`src/rtl/pll_reset_sequencer.sv`:
```
`default_nettype none
// ============================================================================
// Module      : pll_reset_sequencer
// Description : Brings the board PLL out of reset, qualifies its lock, and
//               releases per-domain resets one stage at a time.
// Revision    : 1.0 - initial release
// ============================================================================
module pll_reset_sequencer #(
    parameter int PLL_RST_CYCLES = 16,
    parameter int LOCK_TIMEOUT   = 1048576,
    parameter int LOCK_STABLE    = 1024,
    parameter int STAGE_DELAY    = 256,
    parameter int NUM_STAGES     = 3
) (
    input  logic                  clk,
    input  logic                  reset_n,
    input  logic                  pll_locked,
    output logic                  pll_rst,
    output logic [NUM_STAGES-1:0] stage_rst_n,
    output logic                  ready,
    output logic [7:0]            retry_count
);

    localparam int c_max_ab = (PLL_RST_CYCLES > LOCK_TIMEOUT) ? PLL_RST_CYCLES : LOCK_TIMEOUT;
    localparam int c_max_cd = (LOCK_STABLE > STAGE_DELAY) ? LOCK_STABLE : STAGE_DELAY;
    localparam int c_max    = (c_max_ab > c_max_cd) ? c_max_ab : c_max_cd;
    localparam int c_cnt_w  = $clog2(c_max) + 1;

    localparam logic [c_cnt_w-1:0] c_rst_last     = c_cnt_w'(PLL_RST_CYCLES - 1);
    localparam logic [c_cnt_w-1:0] c_timeout_last = c_cnt_w'(LOCK_TIMEOUT - 1);
    // The WAITLOCK edge that first sees lock is already one stable cycle.
    localparam logic [c_cnt_w-1:0] c_stable_last  = c_cnt_w'((LOCK_STABLE >= 2) ? (LOCK_STABLE - 2) : 0);
    localparam logic [c_cnt_w-1:0] c_delay_last   = c_cnt_w'(STAGE_DELAY - 1);

    typedef enum logic [2:0] {
        ST_PLLRST   = 3'd0,
        ST_WAITLOCK = 3'd1,
        ST_STABLE   = 3'd2,
        ST_RELEASE  = 3'd3,
        ST_RUN      = 3'd4
    } state_t;

    logic                  r_lock_meta;
    logic                  r_lock_sync;
    state_t                r_state;
    state_t                w_state_nxt;
    logic [c_cnt_w-1:0]    r_cnt;
    logic [c_cnt_w-1:0]    w_cnt_nxt;
    logic                  r_pll_rst;
    logic                  w_pll_rst_nxt;
    logic [NUM_STAGES-1:0] r_stage_rst_n;
    logic [NUM_STAGES-1:0] w_stage_nxt;
    logic [NUM_STAGES-1:0] w_stage_step;
    logic                  r_ready;
    logic                  w_ready_nxt;
    logic [7:0]            r_retry;
    logic                  w_retry_bump;

    always_ff @(posedge clk or negedge reset_n) begin
        if (!reset_n) begin
            r_lock_meta <= 1'b0;
            r_lock_sync <= 1'b0;
        end else begin
            r_lock_meta <= pll_locked;
            r_lock_sync <= r_lock_meta;
        end
    end

    // Stages are released strictly low-to-high by shifting in ones.
    assign w_stage_step = (r_stage_rst_n << 1) | NUM_STAGES'(1);

    always_comb begin
        w_state_nxt   = r_state;
        w_cnt_nxt     = r_cnt + 1'b1;
        w_pll_rst_nxt = r_pll_rst;
        w_stage_nxt   = r_stage_rst_n;
        w_ready_nxt   = r_ready;
        w_retry_bump  = 1'b0;

        case (r_state)
            ST_PLLRST: begin
                w_pll_rst_nxt = 1'b1;
                w_stage_nxt   = '0;
                w_ready_nxt   = 1'b0;
                if (r_cnt == c_rst_last) begin
                    w_state_nxt   = ST_WAITLOCK;
                    w_cnt_nxt     = '0;
                    w_pll_rst_nxt = 1'b0;
                end
            end

            ST_WAITLOCK: begin
                if (r_lock_sync) begin
                    w_cnt_nxt = '0;
                    if (LOCK_STABLE == 1) begin
                        w_stage_nxt = w_stage_step;
                        if (&w_stage_step) begin
                            w_ready_nxt = 1'b1;
                            w_state_nxt = ST_RUN;
                        end else begin
                            w_state_nxt = ST_RELEASE;
                        end
                    end else begin
                        w_state_nxt = ST_STABLE;
                    end
                end else if (r_cnt == c_timeout_last) begin
                    w_state_nxt   = ST_PLLRST;
                    w_cnt_nxt     = '0;
                    w_pll_rst_nxt = 1'b1;
                    w_retry_bump  = 1'b1;
                end
            end

            ST_STABLE: begin
                if (!r_lock_sync) begin
                    w_state_nxt   = ST_PLLRST;
                    w_cnt_nxt     = '0;
                    w_pll_rst_nxt = 1'b1;
                    w_stage_nxt   = '0;
                    w_ready_nxt   = 1'b0;
                    w_retry_bump  = 1'b1;
                end else if (r_cnt == c_stable_last) begin
                    w_cnt_nxt   = '0;
                    w_stage_nxt = w_stage_step;
                    if (&w_stage_step) begin
                        w_ready_nxt = 1'b1;
                        w_state_nxt = ST_RUN;
                    end else begin
                        w_state_nxt = ST_RELEASE;
                    end
                end
            end

            ST_RELEASE: begin
                if (!r_lock_sync) begin
                    w_state_nxt   = ST_PLLRST;
                    w_cnt_nxt     = '0;
                    w_pll_rst_nxt = 1'b1;
                    w_stage_nxt   = '0;
                    w_ready_nxt   = 1'b0;
                    w_retry_bump  = 1'b1;
                end else if (r_cnt == c_delay_last) begin
                    w_cnt_nxt   = '0;
                    w_stage_nxt = w_stage_step;
                    if (&w_stage_step) begin
                        w_ready_nxt = 1'b1;
                        w_state_nxt = ST_RUN;
                    end
                end
            end

            ST_RUN: begin
                w_cnt_nxt = r_cnt;
                if (!r_lock_sync) begin
                    w_state_nxt   = ST_PLLRST;
                    w_cnt_nxt     = '0;
                    w_pll_rst_nxt = 1'b1;
                    w_stage_nxt   = '0;
                    w_ready_nxt   = 1'b0;
                    w_retry_bump  = 1'b1;
                end
            end

            default: begin
                w_state_nxt   = ST_PLLRST;
                w_cnt_nxt     = '0;
                w_pll_rst_nxt = 1'b1;
                w_stage_nxt   = '0;
                w_ready_nxt   = 1'b0;
            end
        endcase
    end

    always_ff @(posedge clk or negedge reset_n) begin
        if (!reset_n) begin
            r_state       <= ST_PLLRST;
            r_cnt         <= '0;
            r_pll_rst     <= 1'b1;
            r_stage_rst_n <= '0;
            r_ready       <= 1'b0;
            r_retry       <= 8'd0;
        end else begin
            r_state       <= w_state_nxt;
            r_cnt         <= w_cnt_nxt;
            r_pll_rst     <= w_pll_rst_nxt;
            r_stage_rst_n <= w_stage_nxt;
            r_ready       <= w_ready_nxt;
            if (w_retry_bump && (r_retry != 8'hFF)) begin
                r_retry <= r_retry + 8'd1;
            end
        end
    end

    assign pll_rst     = r_pll_rst;
    assign stage_rst_n = r_stage_rst_n;
    assign ready       = r_ready;
    assign retry_count = r_retry;

endmodule
`default_nettype wire

```
`config.mk`:
```
export PLATFORM = sky130hd
export DESIGN_NAME = pll_reset_sequencer
export DESIGN_NICKNAME = d
export VERILOG_FILES = /design/src/rtl/pll_reset_sequencer.sv
export SDC_FILE = /design/constraint.sdc
export NUM_CORES = 1
export LEC_CHECK = 0
export CAP_MARGIN = 20
export CORE_AREA = 2 2 117 62
export CTS_CLUSTER_SIZE = 30
export DETAILED_ROUTE_END_ITERATION = 10
export DIE_AREA = 0 0 119 64
export GPL_ROUTABILITY_DRIVEN = 0
export PLACE_DENSITY = 0.61
export RECOVER_POWER = 100
export SYNTH_ARGS = -nofsm -noshare
export SYNTH_HDL_FRONTEND = slang
export SYNTH_SLANG_ARGS = --single-unit
```
`constraint.sdc`:
```
create_clock -name clk -period 7 [get_ports clk]
set_clock_uncertainty 0.1 [all_clocks]
set_input_delay 1.05 -clock clk [delete_from_list [all_inputs] [get_ports clk]]
set_output_delay 1.05 -clock clk [all_outputs]
set_load 0.005 [all_outputs]
```
* Yosys cells after proc, flatten, opt, wreduce, memory -nomap -nowiden
Index checks and enable logic that the tools add are counted.
Widths: inputs -> output; s select.
** Operators by class
- Muxes and demuxes :: 41
- Bitwise operators :: 1
- $add $sub $neg :: 2
- Equality and inequality tests :: 18
- Reduce and logical (&&, ||, !) cells :: 7
** Operators with widths (count)
- $mux 21 :: 8
- $pmux 21 s5 :: 1
- $mux 3 :: 14
- $add 21x1->21 const B :: 1
- $eq 21x10->1 const B :: 1
- $eq 21x20->1 const B :: 1
- $eq 21x4->1 const B :: 1
- $eq 21x8->1 const B :: 1
- $pmux 3 s5 :: 1
- $mux 1 :: 13
- $ne 3x3->1 const B :: 4
- $pmux 3 s4 :: 1
- $ne 2x2->1 const B :: 5
- $add 8x1->8 const B :: 1
- $ne 8x8->1 const B :: 1
- $eq 3x2->1 const B :: 2
- $reduce_and 6->1 :: 1
- $pmux 1 s4 :: 1
- $reduce_and 4->1 :: 1
- $eq 3x1->1 const B :: 1
- $eq 3x3->1 const B :: 1
- $logic_not 3->1 :: 1
- $pmux 1 s3 :: 1
- $reduce_and 3->1 :: 1
- other kinds (5) :: 5
** Word-level totals
- Output and inout port bits :: 13
- Logic and storage cells :: 77
- Flip-flop bits (word level) :: 39

* Depth between registers and ports, before layout
- Depth after elaboration :: 5
- Depth in mapped cells :: 8

* Worst setup path after synthesis
Ideal clock, no wire load.
- Path type :: register to register
- Start point :: register r_cnt[0]
- End point :: register r_retry[1], in the netlist retry_count[1]
- Setup time :: 0.125 ns
- Clock period less this slack :: 2.257 ns
- Stages on the path, launching flop included :: 7
- Path buffers :: 0
- Path slack :: 4.743 ns
- Arrival time :: 2.032 ns
- Cells stage by stage :: dfrtp_1 -> ha_1 -> nand3_2 -> nor4_4 -> a311oi_1 -> a2111oi_4 -> mux2_2
** On the way
- Longest elaborated chain between the ends :: 5
** Ends and longest elaborated chain
- from (decl) :: line 47 : logic [c_cnt_w-1:0] r_cnt;
- from (signal assigned) :: line 184 : r_cnt <= w_cnt_nxt;
- $eq 21x20->1 :: line 106 : end else if (r_cnt == c_timeout_last) begin
- $mux 1 :: line 106
- $mux 1 :: line 93 : if (r_lock_sync) begin
- $pmux 1 s2 :: line 80 : case (r_state)
- $logic_and 1x1->1 :: line 188 : if (w_retry_bump && (r_retry != 8'hFF)) begin
- to (signal assigned) :: line 189 : r_retry <= r_retry + 8'd1;
- to (decl) :: line 56 : logic [7:0] r_retry;
Every way passes these cells.
A chain may end at the register's enable or synchronous reset.

* Worst setup path after layout
- Start point :: register r_cnt[0]
- End point :: register r_stage_rst_n[0], in the netlist stage_rst_n[0]
** On the way
- Longest elaborated chain between the ends :: 3
** Ends and longest elaborated chain
- $eq 21x8->1 / $eq 21x10->1 (equally long branches) :: line 142, 122
- $ne 3x3->1 (no line)
- $reduce_and 4->1 (no line) (*)
- to (signal assigned) :: line 186 : r_stage_rst_n <= w_stage_nxt;
- to (decl) :: line 51 : logic [NUM_STAGES-1:0] r_stage_rst_n;
Every way passes the cells marked *; elsewhere a longest branch is shown, timed or not.

==> flow_summary.toml <==
[global_route]
track_usage = 0.147
met3_usage = 0.0250
gr-total-overflow = 0
top_usage_layer = "met2"
grt_max_degree = 40
grtUsageMet1 = 0.200
grt_antenna_before_repair = 0
grt_use_met2 = 0.243
grt_pass1_wl_um = 9050
grt_pass1_vias = 1829

[min_path]
hold_start = "r_lock_meta"
hp-class = "reg -> reg"
holdPathStages = 0

[cells_and_area]
regArea_um2 = 977
syn_to_final_growth_pct = 14.4
drive_gt1_frac = 0.0849
antenna_cells = 0
fillers = 642
multiInputGateArea_mm2 = 0.00118
layout.nets = 276

[pwr]
total_power_mw = 0.857
peakVddDrop_uv = 194
p_leak_nw = 1.16
power_density_mw_per_mm2 = 322

[drt]
drc = 0
drt_wl_total_um = 5280
post_drt_wl_per_cell_um = 14.6
vias_per_cell = 5.39
drt.antenna.violating_nets = 0
vias = 1957
drt_iter0_drc = 78
drt_first_pass_iters = 4

[worst_setup_path]
startpoint_type = "flip-flop"
critPathMaxFanout = 15
rr_worst_depth = 8
max_stage_delay_ns = 1.25
endpoint_kind = "flip-flop"
arrival_ns = 3.81
startpoint = "r_cnt[0]"
critical_path_class = "reg -> reg"
crit_chain = "ha_1, nor4b_1, nand4_1, nor2_1, o31ai_1, clkbuf_1, nor2_1, mux2_2"
r2r_start = "r_cnt[0]"
crit_top_cell = "nor2_1"
crit_path_top_delay_cell = "o31ai_1"
cp_data_required_time_ns = 7.07

[sta]
setup_viol = 0
report.final.slew_viol_count = 64
rsz0062_at_grt = "false"
min_period_over_period = 0.534
slew_headroom = -0.438
finalHoldViolations = 0
setup_tns_ns = 0
fin_ws_ns = 3.26
fmax_ghz = 0.268
tightest_slew_ns = 2.16
finalCriticalPeriod_ns = 3.74

[die]
die_x_um = 119
io_pins = 16
start_util = 0.355
row_count = 21
core_mm2 = 0.00654
die_h_um = 64
die-area_mm2 = 0.00762

[yosys]
yosysWarnings = 0
synth_edf_count = 0
synth_common_cells = "42 x nand2_1, 38 x dfrtp_1, 19 x nor2_1"
syn_nets = 264
syn_area_per_cell_um2 = 9.01
synth.ff_latch_count = 39
synth_area_leader_cell = "dfrtp_1"
synth_cells = 258
synthDistinctLibCells = 56
async_flop_share = 1.00
yosysSeqAreaShare = 0.420
yosys-top-cells-area = "dfrtp_1 41%, nand2_1 6.8%, o22ai_1 3.5%"
synth.top_cell.area_share = 0.409
syn_area_mm2 = 0.00232
synth_ff_type = "dfrtp_1"
yosysMostFrequentCell = "nand2_1"

[clock_tree]
clock-sinks = 39
cts_root_buf = "clkbuf_16"
clk_pin_slew_ns = 0.06
htreeDepth = 2
cts_tree = "built"
cts_made_buffers = 5
cts_setup_buffers = 0
clockBufferDepth = 2
worstSkewPairLatency_ns = 0.29
post_cts_resized = 0
hold_buffers = 0

[status]
status = "finished with violations"
violations = "capacitance limit, slew limit"

[placed_design]
pre_cts_slack_ns = 4.27
dp_hpwl_um = 3570
numPortBuffers = 15

[flow_run]
drv_cap = 3
==> flip-flops by register name, indices dropped and copies added, names as in the netlist <==
| signal | flops |
|---|---|
| r_lock_sync | 1 |
| retry_count | 8 |
| r_state | 3 |
| ready | 1 |
| r_cnt | 21 |
| r_lock_meta | 1 |
| stage_rst_n | 3 |
| pll_rst | 1 |
==> path summary, 6_finish.rpt <==
kind | endpoint | slack, ns
setup / recovery | stage_rst_n[0] | 3.26
hold / removal | r_lock_sync | 0.25
setup reg to reg | stage_rst_n[0] | 3.26
hold reg to reg | r_lock_sync | 0.25
max in group asynchronous | r_cnt[17] | 4.27
min in group asynchronous | r_state[1] | 1.30
==> worst max-delay path, delay by kind of cell (launching register included) <==
family                   cells  cell delay (ns)
AO/OA/AOI/OAI                1             1.25
adder cells (fa/ha/maj)      1             0.28
buffers and inverters        1             0.60
flip-flops                   1             0.44
multiplexers                 1             0.33
AND/OR/NAND/NOR              4             0.62
==> area by class of cell <==
| cell class | instances | share of cell area |
|---|---|---|
| Multi-Input combinational cell | 197 | 0.444 |
| Sequential cell | 39 | 0.368 |
| Timing Repair Buffer | 17 | 0.0584 |
| Clock buffer | 5 | 0.0471 |
| Tap cell | 92 | 0.0433 |
| Clock inverter | 3 | 0.0254 |
| Inverter | 10 | 0.0141 |
==> report_power, final <==
group,switching (mW),total [mW],internal [mW]
logic,0.144,0.244,0.100
registers,0.0557,0.316,0.260
clock network,0.0927,0.297,0.204
==> placed cells by master, fill, tap and decap left out, drive strengths merged, types with 2 or more instances in the layout <==
cell type    count
nor3             7
mux2             2
o21a             2
or4              2
or2              3
nor4             8
o22ai           13
bufinv           2
xnor2            6
ha               3
a22oi            3
o211ai           4
inv             10
and2            10
o21bai           2
dlygate4sd3     14
clkbuf           7
o21ai           13
nor2b            3
nand3            8
and3             7
dfrtp           38
xor2             2
mux2i            2
o41ai            2
a21oi            5
nand4           12
nand2           43
nor2            21
==> metrics by stage <==
step	instances	hold WS, ns	area (µm²)	util
after floorplan	258	0.231	2320	-
after detailed placement	354	0.236	2520	0.385
final	363	0.245	2660	0.406
after global placement	354	0.238	2520	0.385
after global routing	363	0.268	2660	0.406
after CTS	362	0.248	2710	0.415
==> cells by family after synthesis <==
group	share of synthesized area
AO/OA/AOI/OAI	0.164
XOR/XNOR	0.0301
adder cells (fa/ha/maj)	0.0161
buffers and inverters	0.0468
flip-flops	0.420
multiplexers	0.0183
AND/OR/NAND/NOR	0.304
==> per-layer routing <==
layer	share of wire	routed length (µm)
met2	0.46	2440
met4	0.012	63
met3	0.034	177
met1	0.49	2610
met5	0	0
Note: power is estimated with default switching activity, not from simulation.
